==> src/rtl/multicycle_ctrl.sv <==
// Multicycle CPU control FSM: Moore-style datapath selects per state, with memory
// handshakes on mem_ready_i and a sticky illegal-opcode flag; sync active-high reset.
module multicycle_ctrl (
   input  logic       clk_i,
   input  logic       rst_i,
   input  logic [5:0] instr_op_i,
   input  logic [5:0] instr_funct_i,
   input  logic       zero_i,
   input  logic       neg_i,
   input  logic       mem_ready_i,
   output logic       pc_write_o,
   output logic       ir_write_o,
   output logic       mem_read_o,
   output logic       mem_write_o,
   output logic       reg_write_o,
   output logic       iord_o,
   output logic       alu_src_a_o,
   output logic [1:0] alu_src_b_o,
   output logic [2:0] alu_op_o,
   output logic [1:0] pc_src_o,
   output logic [1:0] mem_to_reg_o,
   output logic [1:0] reg_dst_o,
   output logic [3:0] state_o,
   output logic       illegal_o
);

   typedef enum logic [3:0] {
      S_FETCH    = 4'd0,
      S_DECODE   = 4'd1,
      S_MEM_ADDR = 4'd2,
      S_MEM_RD   = 4'd3,
      S_MEM_WB   = 4'd4,
      S_MEM_WR   = 4'd5,
      S_EXEC_R   = 4'd6,
      S_R_WB     = 4'd7,
      S_EXEC_I   = 4'd8,
      S_I_WB     = 4'd9,
      S_BRANCH   = 4'd10,
      S_JUMP     = 4'd11,
      S_JAL      = 4'd12,
      S_JR       = 4'd13,
      S_HALT     = 4'd15
   } state_t;

   typedef enum logic [1:0] {BR_EQ, BR_NE, BR_GT, BR_GEZ} br_t;

   state_t state_q, state_d;
   br_t    br_q, br_d;
   logic   illegal_q;
   logic   br_taken;

   always_ff @(posedge clk_i) begin
      if (rst_i) begin
         state_q   <= S_FETCH;
         br_q      <= BR_EQ;
         illegal_q <= 1'b0;
      end else begin
         state_q <= state_d;
         if (state_q == S_DECODE) br_q <= br_d;
         if (state_d == S_HALT) illegal_q <= 1'b1;
      end
   end

   // Branch flavour is captured in DECODE so BRANCH never looks at the opcode.
   always_comb begin
      br_d = BR_EQ;
      case (instr_op_i)
         6'b000101: br_d = BR_NE;
         6'b000111: br_d = BR_GT;
         6'b000001: br_d = BR_GEZ;
         default:   br_d = BR_EQ;
      endcase
   end

   always_comb begin
      br_taken = 1'b0;
      case (br_q)
         BR_EQ:  br_taken = zero_i;
         BR_NE:  br_taken = !zero_i;
         BR_GT:  br_taken = !zero_i && !neg_i;
         BR_GEZ: br_taken = !neg_i;
         default: br_taken = 1'b0;
      endcase
   end

   always_comb begin
      state_d      = state_q;
      pc_write_o   = 1'b0;
      ir_write_o   = 1'b0;
      mem_read_o   = 1'b0;
      mem_write_o  = 1'b0;
      reg_write_o  = 1'b0;
      iord_o       = 1'b0;
      alu_src_a_o  = 1'b0;
      alu_src_b_o  = 2'b00;
      alu_op_o     = 3'b000;
      pc_src_o     = 2'b00;
      mem_to_reg_o = 2'b00;
      reg_dst_o    = 2'b00;
      case (state_q)
         S_FETCH: begin
            mem_read_o  = 1'b1;
            alu_src_b_o = 2'b01;
            alu_op_o    = 3'b110;
            // A ready seen while reset is held must not commit the fetch.
            ir_write_o  = mem_ready_i && !rst_i;
            pc_write_o  = mem_ready_i && !rst_i;
            if (mem_ready_i) state_d = S_DECODE;
         end
         S_DECODE: begin
            alu_src_b_o = 2'b11;
            alu_op_o    = 3'b110;
            case (instr_op_i)
               6'b000000: state_d = (instr_funct_i == 6'b001000) ? S_JR : S_EXEC_R;
               6'b100011, 6'b101011: state_d = S_MEM_ADDR;
               6'b001000: state_d = S_EXEC_I;
               6'b000100, 6'b000101, 6'b000111, 6'b000001: state_d = S_BRANCH;
               6'b000010: state_d = S_JUMP;
               6'b000011: state_d = S_JAL;
               default:   state_d = S_HALT;
            endcase
         end
         S_MEM_ADDR: begin
            alu_src_a_o = 1'b1;
            alu_src_b_o = 2'b10;
            alu_op_o    = 3'b110;
            state_d     = (instr_op_i == 6'b101011) ? S_MEM_WR : S_MEM_RD;
         end
         S_MEM_RD: begin
            iord_o     = 1'b1;
            mem_read_o = 1'b1;
            if (mem_ready_i) state_d = S_MEM_WB;
         end
         S_MEM_WB: begin
            reg_write_o = 1'b1;
            state_d     = S_FETCH;
         end
         S_MEM_WR: begin
            iord_o      = 1'b1;
            mem_write_o = 1'b1;
            if (mem_ready_i) state_d = S_FETCH;
         end
         S_EXEC_R: begin
            alu_src_a_o = 1'b1;
            alu_op_o    = 3'b010;
            state_d     = S_R_WB;
         end
         S_R_WB: begin
            reg_write_o  = 1'b1;
            mem_to_reg_o = 2'b01;
            reg_dst_o    = 2'b01;
            state_d      = S_FETCH;
         end
         S_EXEC_I: begin
            alu_src_a_o = 1'b1;
            alu_src_b_o = 2'b10;
            alu_op_o    = 3'b110;
            state_d     = S_I_WB;
         end
         S_I_WB: begin
            reg_write_o  = 1'b1;
            mem_to_reg_o = 2'b01;
            state_d      = S_FETCH;
         end
         S_BRANCH: begin
            alu_src_a_o = 1'b1;
            alu_op_o    = (br_q == BR_GEZ) ? 3'b101 : 3'b001;
            pc_src_o    = 2'b01;
            pc_write_o  = br_taken;
            state_d     = S_FETCH;
         end
         S_JUMP: begin
            pc_src_o   = 2'b10;
            pc_write_o = 1'b1;
            state_d    = S_FETCH;
         end
         S_JAL: begin
            pc_src_o     = 2'b10;
            pc_write_o   = 1'b1;
            reg_write_o  = 1'b1;
            mem_to_reg_o = 2'b11;
            reg_dst_o    = 2'b10;
            state_d      = S_FETCH;
         end
         S_JR: begin
            pc_src_o   = 2'b11;
            pc_write_o = 1'b1;
            state_d    = S_FETCH;
         end
         S_HALT:  state_d = S_HALT;
         default: state_d = S_HALT;
      endcase
   end

   assign state_o   = state_q;
   assign illegal_o = illegal_q;

endmodule
==> config.mk <==
export PLATFORM = sky130hd
export DESIGN_NAME = multicycle_ctrl
export DESIGN_NICKNAME = d
export VERILOG_FILES = /design/src/rtl/multicycle_ctrl.sv
export SDC_FILE = /design/constraint.sdc
export NUM_CORES = 1
export LEC_CHECK = 0
export ABC_CLOCK_PERIOD_IN_PS = 1800
export CAP_MARGIN = 0
export CORE_MARGIN = 2
export CORE_UTILIZATION = 40
export DETAILED_ROUTE_END_ITERATION = 6
export DONT_BUFFER_PORTS = 1
export PLACE_DENSITY = 0.61
export SLEW_MARGIN = 20
export SYNTH_ARGS = -nofsm -noshare
export SYNTH_HDL_FRONTEND = slang
export SYNTH_SLANG_ARGS = --single-unit
export TNS_END_PERCENT = 50
==> constraint.sdc <==
create_clock -name clk_i -period 1.8 [get_ports clk_i]
set_input_delay 0.36 -clock clk_i [delete_from_list [all_inputs] [get_ports clk_i]]
set_output_delay 0.36 -clock clk_i [all_outputs]
set_load 0.01 [all_outputs]
==> results of run 1 <==
-- synthesized netlist by cell type, types with 2 or more instances --
cell type and instances:
or3_1 3, nor3_1 11, o32ai_1 2, nor2_1 22, buf_6 5, o31ai_1 2
a22o_1 2, nand3b_1 3, buf_1 2, o21ai_0 4, a31oi_1 3, xnor2_1 2
nand2_1 14, inv_1 3, nor4_1 3, clkbuf_1 2, nand2b_1 4, a211oi_2 2
buf_2 2, nor4b_1 2, dfxtp_1 7, a21oi_1 19, xor2_1 2
-- layout make-up --
cell class	count	area, sq um	area share [%]
Multi-Input combinational cell	116	703	66.5
Inverter	4	15.0	1.42
Timing Repair Buffer	16	133	12.5
Tap cell	28	35.0	3.31
Clock buffer	4	26.3	2.49
Sequential cell	7	145	13.7
-- metal layers --
layer  vias to the layer above  routed length, um  part of all wire [%]
li1                        517                  -                     -
met3                         4                147                   6.4
met5                         -                  0                     0
met2                        32               1160                    50
met4                         0                 20                  0.87
met1                       458                980                    42
-- sequential cells by signal, indices dropped and copies added (netlist names) --
name       flops
illegal_o      1
br_q           2
state_o        4
-- power by group through the flow --
stage | Combinational [mW] | Clock [mW] | Sequential, mW
floorplan | 0.760 | 0 | 0.267
global placement | 1.02 | 0 | 0.244
detailed placement | 1.04 | 0 | 0.245
CTS | 1.07 | 0.142 | 0.251
global route | 1.18 | 0.149 | 0.266
finish | 1.08 | 0.138 | 0.258
-- cells in the final DEF (no fill, tap or decap), types with 2 or more instances in the layout --
| cell type | n |
|---|---|
| nor2_1 | 22 |
| a21oi_1 | 18 |
| buf_4 | 15 |
| nand2_1 | 14 |
| nor3_1 | 10 |
| o21ai_0 | 4 |
| dfxtp_2 | 4 |
| inv_1 | 3 |
| nand2b_1 | 3 |
| nand3b_1 | 3 |
| or3_4 | 3 |
| a31oi_1 | 3 |
| nor4_1 | 3 |
| dfxtp_1 | 3 |
| clkbuf_4 | 3 |
| xnor2_1 | 2 |
| o32ai_1 | 2 |
| a22o_1 | 2 |
| xor2_1 | 2 |
| a21oi_2 | 2 |
| o31ai_1 | 2 |
| a211oi_2 | 2 |
-- final timing paths --
| path | slack, ns | depth (start not counted) | from | endpoint |
|---|---|---|---|---|
| setup / recovery | 0.02 | 3 | state_o[3] | pc_write_o |
| hold / removal | 0.17 | 1 | rst_i | state_o[3] |
| setup reg to reg | 0.17 | 6 | state_o[1] | illegal_o |
| hold reg to reg | 0.51 | 2 | illegal_o | illegal_o |
-- logic make-up after synthesis --
family                    share of synthesized area [%]
xor gates and xnor gates                           3.79
and+or+nand+nor                                    39.0
DFF                                                15.2
AOI/OAI and AO/OA                                  29.4
buffers and inverters                              12.7
-- metrics by stage --
step | instances | TNS [ns] | total power, mW | setup WS (ns)
global route | 175 | -0.0319 | 1.60 | -0.0250
finish | 175 | 0 | 1.47 | 0.0154
global placement | 170 | 0 | 1.27 | 0.194
detailed placement | 170 | 0 | 1.28 | 0.178
CTS | 174 | 0 | 1.46 | 0.000563
floorplan | 140 | -0.119 | 1.03 | -0.119
-- repair_timing --
item | 4_1_cts | 5_1_grt
hold buffers | 0 | 0
resized for setup | 5 | 5
pin swaps | 2 | 3
setup buffers | 0 | 1
endpoints found under the setup margin | 2 | 5
==> flow_summary.ini, run 1 <==
[worst_setup_path]
cp-start-kind = flip-flop
end_kind = output pin
critPathKind = flip-flop to output pin
cp_top_family = simple AND/OR/NAND/NOR gates
required_ns = 1.44
crit_arrival_ns = 1.42
crit_chain = or3_4 -> nor4b_4 -> or3_4
slowest_stage = or3_4
slowest_delay_ns = 0.38
crit_buf_inv = 0
crit_top_cell = or3_4
critPathMaxFanout = 4

[final_layout]
syn_to_final_growth_pct = 14.3
design_area_sq_mm = 0.00106
drive_above_1_share_pct = 24.5
nets = 165
n_antenna_cell = 0
final_util_pct = 48.3
fill_cells = 235

[global_routing]
antenna_found_initial = 0
grt_util_met2_pct = 30.8
grt_pass1_vias = 864
grt_max_degree = 26
grt_use_total_pct = 18.1
use_met3_pct = 5.46
globalRouteMet1Util_pct = 21.4
grt_pass1_wl_um = 3710
top_usage_layer = met2
gr-total-overflow = 0

[job]
maxCapViolations = 0

[place]
hpwlAfterDp_um = 1820
placed_area_sq_um = 988
port_buffers = 0
globalplace.congestion = 0.819

[synthesis]
synth_nets = 157
synth_edf_count = 0
yosysTopAreaCell = dfxtp_1
synthCells = 140
synth_top_area_share_pct = 15.2
async_flop_share_pct = 0
synth_flop_cell = dfxtp_1
yosysSeqAreaShare_pct = 15.2
synthTopCellsByArea = dfxtp_1 (15%), a21oi_1 (10%), nor2_1 (8.9%)
yosysWarnings = 0
avgSynthCellArea_sq_um = 6.60
ys_ff_latch = 7
yosysUniqueCellTypes = 42
synthesis.area_sq_um = 925

[outcome]
status = finished, final reports clean

[floorplan]
initial_core_util_pct = 42.2
num_rows = 17
core_area_sq_mm = 0.00219
die_w_um = 52.1
die_y_um = 52.1
io-pin-count = 40
dieArea_sq_mm = 0.00271

[routing]
final_antenna_net_count = 0
drc = 0
routed_wl_um = 2310
via_per_inst = 5.78
route.vias.total = 1011
drt_pre_antenna_iters = 6
detail_route.wl_per_cell_um = 13.2
drt_iter0_markers = 28

[power_and_ir_drop]
pwr-share-comb_pct = 73.1
vdd_ir_drop_max_mv = 0.646
switching_share_pct = 50.0
power.switching_mw = 0.736
power.internal_mw = 0.736
powerDensity_mw_per_mm2 = 1390
seqPwrFrac_pct = 17.5
p_leak_nw = 0.377
clkPwrFrac_pct = 9.4

[sta]
final_max_slew_viol_count = 0
finalClockSkew_ns = 0.00423
hold_violations = 0
relSlewSlack_pct = 69.3
whs_ns = 0.169
timing.fmax_mhz = 560
setup_viol = 0
tightest_slew_ns = 0.458
rsz0062_at_grt = true
timing.final.crit_share_pct = 99.1
period_needed_ns = 1.78

[clocking]
clock_latency_ns = 0.25
htreeDepth = 1
cts_made_buffers = 3
cts.clk_slew.worst_paths_ns = 0.05
root_buffer = clkbuf_4
clockBufferDepth = 2
cts_tree = yes
clkSinkCount = 7

[hold_path]
worstHoldPathType = input port to flip-flop
No activity file was read; power rests on OpenSTA's default activity.
==> inputs of run 2 (changes only) <==
- CORE_MARGIN: 2 -> default
==> run 2 against run 1 <==
  * Worst hold slack got worse by 0.0021 ns
  * Core utilization increased by 0.11 points
  * Design area increased by 0.24%
  * Routed wire length increased by 9.3%
  * Sequential power about the same
  * Register-to-register slack about the same
  * Critical path type unchanged
  * Largest cell class unchanged
  * Highest routed layer unchanged
==> flow_summary.ini, run 2 (synthesis gave the netlist of run 1 again) <==
[floorplan]
initial_core_util_pct = 42.2
core_area_sq_mm = 0.00219
num_rows = 17
die_w_um = 50.1
io-pin-count = 40
die_y_um = 50.1
dieArea_sq_mm = 0.00251

[sta]
hold_violations = 0
period_needed_ns = 1.79
finalClockSkew_ns = 0.000199
rsz0062_at_grt = true
timing.final.crit_share_pct = 99.3
fin_tns_setup_ns = 0
setup_viol = 0
tightest_slew_ns = 0.368
layout_setup_ws_ns = 0.0121
whs_ns = 0.167
timing.fmax_mhz = 559
final_max_slew_viol_count = 0
relSlewSlack_pct = 75.3

[power_and_ir_drop]
p_leak_nw = 0.374
power.internal_mw = 0.724
seqPwrFrac_pct = 16.9
vdd_ir_drop_max_mv = 0.705
switching_share_pct = 52.1
pwr-share-comb_pct = 73.6
power.switching_mw = 0.789
clkPwrFrac_pct = 9.5
powerDensity_mw_per_mm2 = 1430

[final_layout]
fill_cells = 222
syn_to_final_growth_pct = 14.6
final_common_cell = nor2_1
n_antenna_cell = 0
design_area_sq_mm = 0.00106
nets = 163
drive_above_1_share_pct = 25.5
largest_reg_flops = 4
final_cell_mix = nor2_1 (21), a21oi_1 (19), nand2_1 (14)
final_util_pct = 48.4

[outcome]
status = finished, final reports clean

[job]
maxCapViolations = 0

[global_routing]
grt_max_degree = 18
grt_pass1_vias = 943
grt_use_total_pct = 21.5
antenna_found_initial = 0
gr-total-overflow = 0
grt_pass1_wl_um = 4190

[hold_path]
min_to = state_o[2]
whs_path_depth = 1
worstHoldPathType = input port to flip-flop
hp-start = rst_i

[routing]
via_per_inst = 5.97
detail_route.wl_per_cell_um = 14.6
drt_pre_antenna_iters = 4
final_antenna_net_count = 0
drc = 0
routed_wl_um = 2530
drt_iter0_markers = 15
route.vias.total = 1033

[worst_setup_path]
reg2reg_to = illegal_o
cp-start-kind = flip-flop
r2r_slack_ns = 0.16
required_ns = 1.44
end_kind = output pin
critPathMaxFanout = 17
r2r_cells = 6
critPathKind = flip-flop to output pin
crit_arrival_ns = 1.43
r2r_start = state_o[1]

[clocking]
clock_latency_ns = 0.25
cts_made_buffers = 3
clkSinkCount = 7
cts_tree = yes
cts.clk_slew.worst_paths_ns = 0.05
htreeDepth = 1
clockBufferDepth = 2
root_buffer = clkbuf_4

[place]
dp_slack_ns = 0.101
placed_area_sq_um = 968
hpwlAfterDp_um = 1940
port_buffers = 0
globalplace.congestion = 0.793
run 2: cell types whose count changed in the layout (fill, tap and decap cells not counted), sizes merged:
cell,change
buf,-2
run 2: worst max-delay path, cell delays in order, from the launching register on:
cell and delay (ns):
dfxtp_2 0.37, buf_6 0.19, nand2b_1 0.15, a21oi_1 0.08, or3_4 0.38
run 2: worst max-delay path by stage:
stage / startpoint / end / slack, ns / cells after the start
3_3_place_gp: state_o[1] / illegal_o / 0.09 / 6
6_report: state_o[1] / pc_write_o / 0.01 / 4
5_1_grt: state_o[3] / pc_write_o / -0.06 / 5
4_1_cts: state_o[3] / alu_src_b_o[1] / -0.02 / 5
3_5_place_dp: state_o[1] / illegal_o / 0.10 / 6
2_1_floorplan: state_o[2] / reg_dst_o[1] / -0.12 / 5
run 2: cell type report:
cell class | instances | area, sq um | share of cell area, %
Clock buffer | 4 | 26.3 | 2.48
Inverter | 4 | 15.0 | 1.42
Multi-Input combinational cell | 116 | 727 | 68.6
Sequential cell | 7 | 144 | 13.6
Tap cell | 28 | 35.0 | 3.31
Timing Repair Buffer | 14 | 113 | 10.6
run 2: layer usage:
layer  vias to the layer above  global-route usage [%]  wire length, um
met5                         -                       0                0
met2                        26                    39.1             1320
met3                         5                    6.17              124
met4                         0                    5.71               25
met1                       490                    23.9             1060
li1                        512                       -                -
run 2: power groups by stage:
| stage | Sequential, mW | Clock [mW] | Combinational, mW |
|---|---|---|---|
| final | 0.256 | 0.144 | 1.11 |
| after global routing | 0.263 | 0.156 | 1.21 |
| after CTS | 0.244 | 0.145 | 1.06 |
| after detailed placement | 0.242 | 0 | 1.01 |
| after global placement | 0.240 | 0 | 0.988 |
| after floorplan | 0.267 | 0 | 0.760 |
run 2: repair_timing:
| item | CTS | global route |
|---|---|---|
| hold buffers | 0 | 0 |
| setup endpoints to repair | 6 | 6 |
| buffers inserted | 0 | 0 |
| pin swaps | 2 | 0 |
| gates resized for setup | 6 | 10 |
run 2: through the flow:
stage               power (mW)  instances
finish                    1.51        173
global route              1.63        173
CTS                       1.45        173
detailed placement        1.25        169
global placement          1.23        169
floorplan                 1.03        140
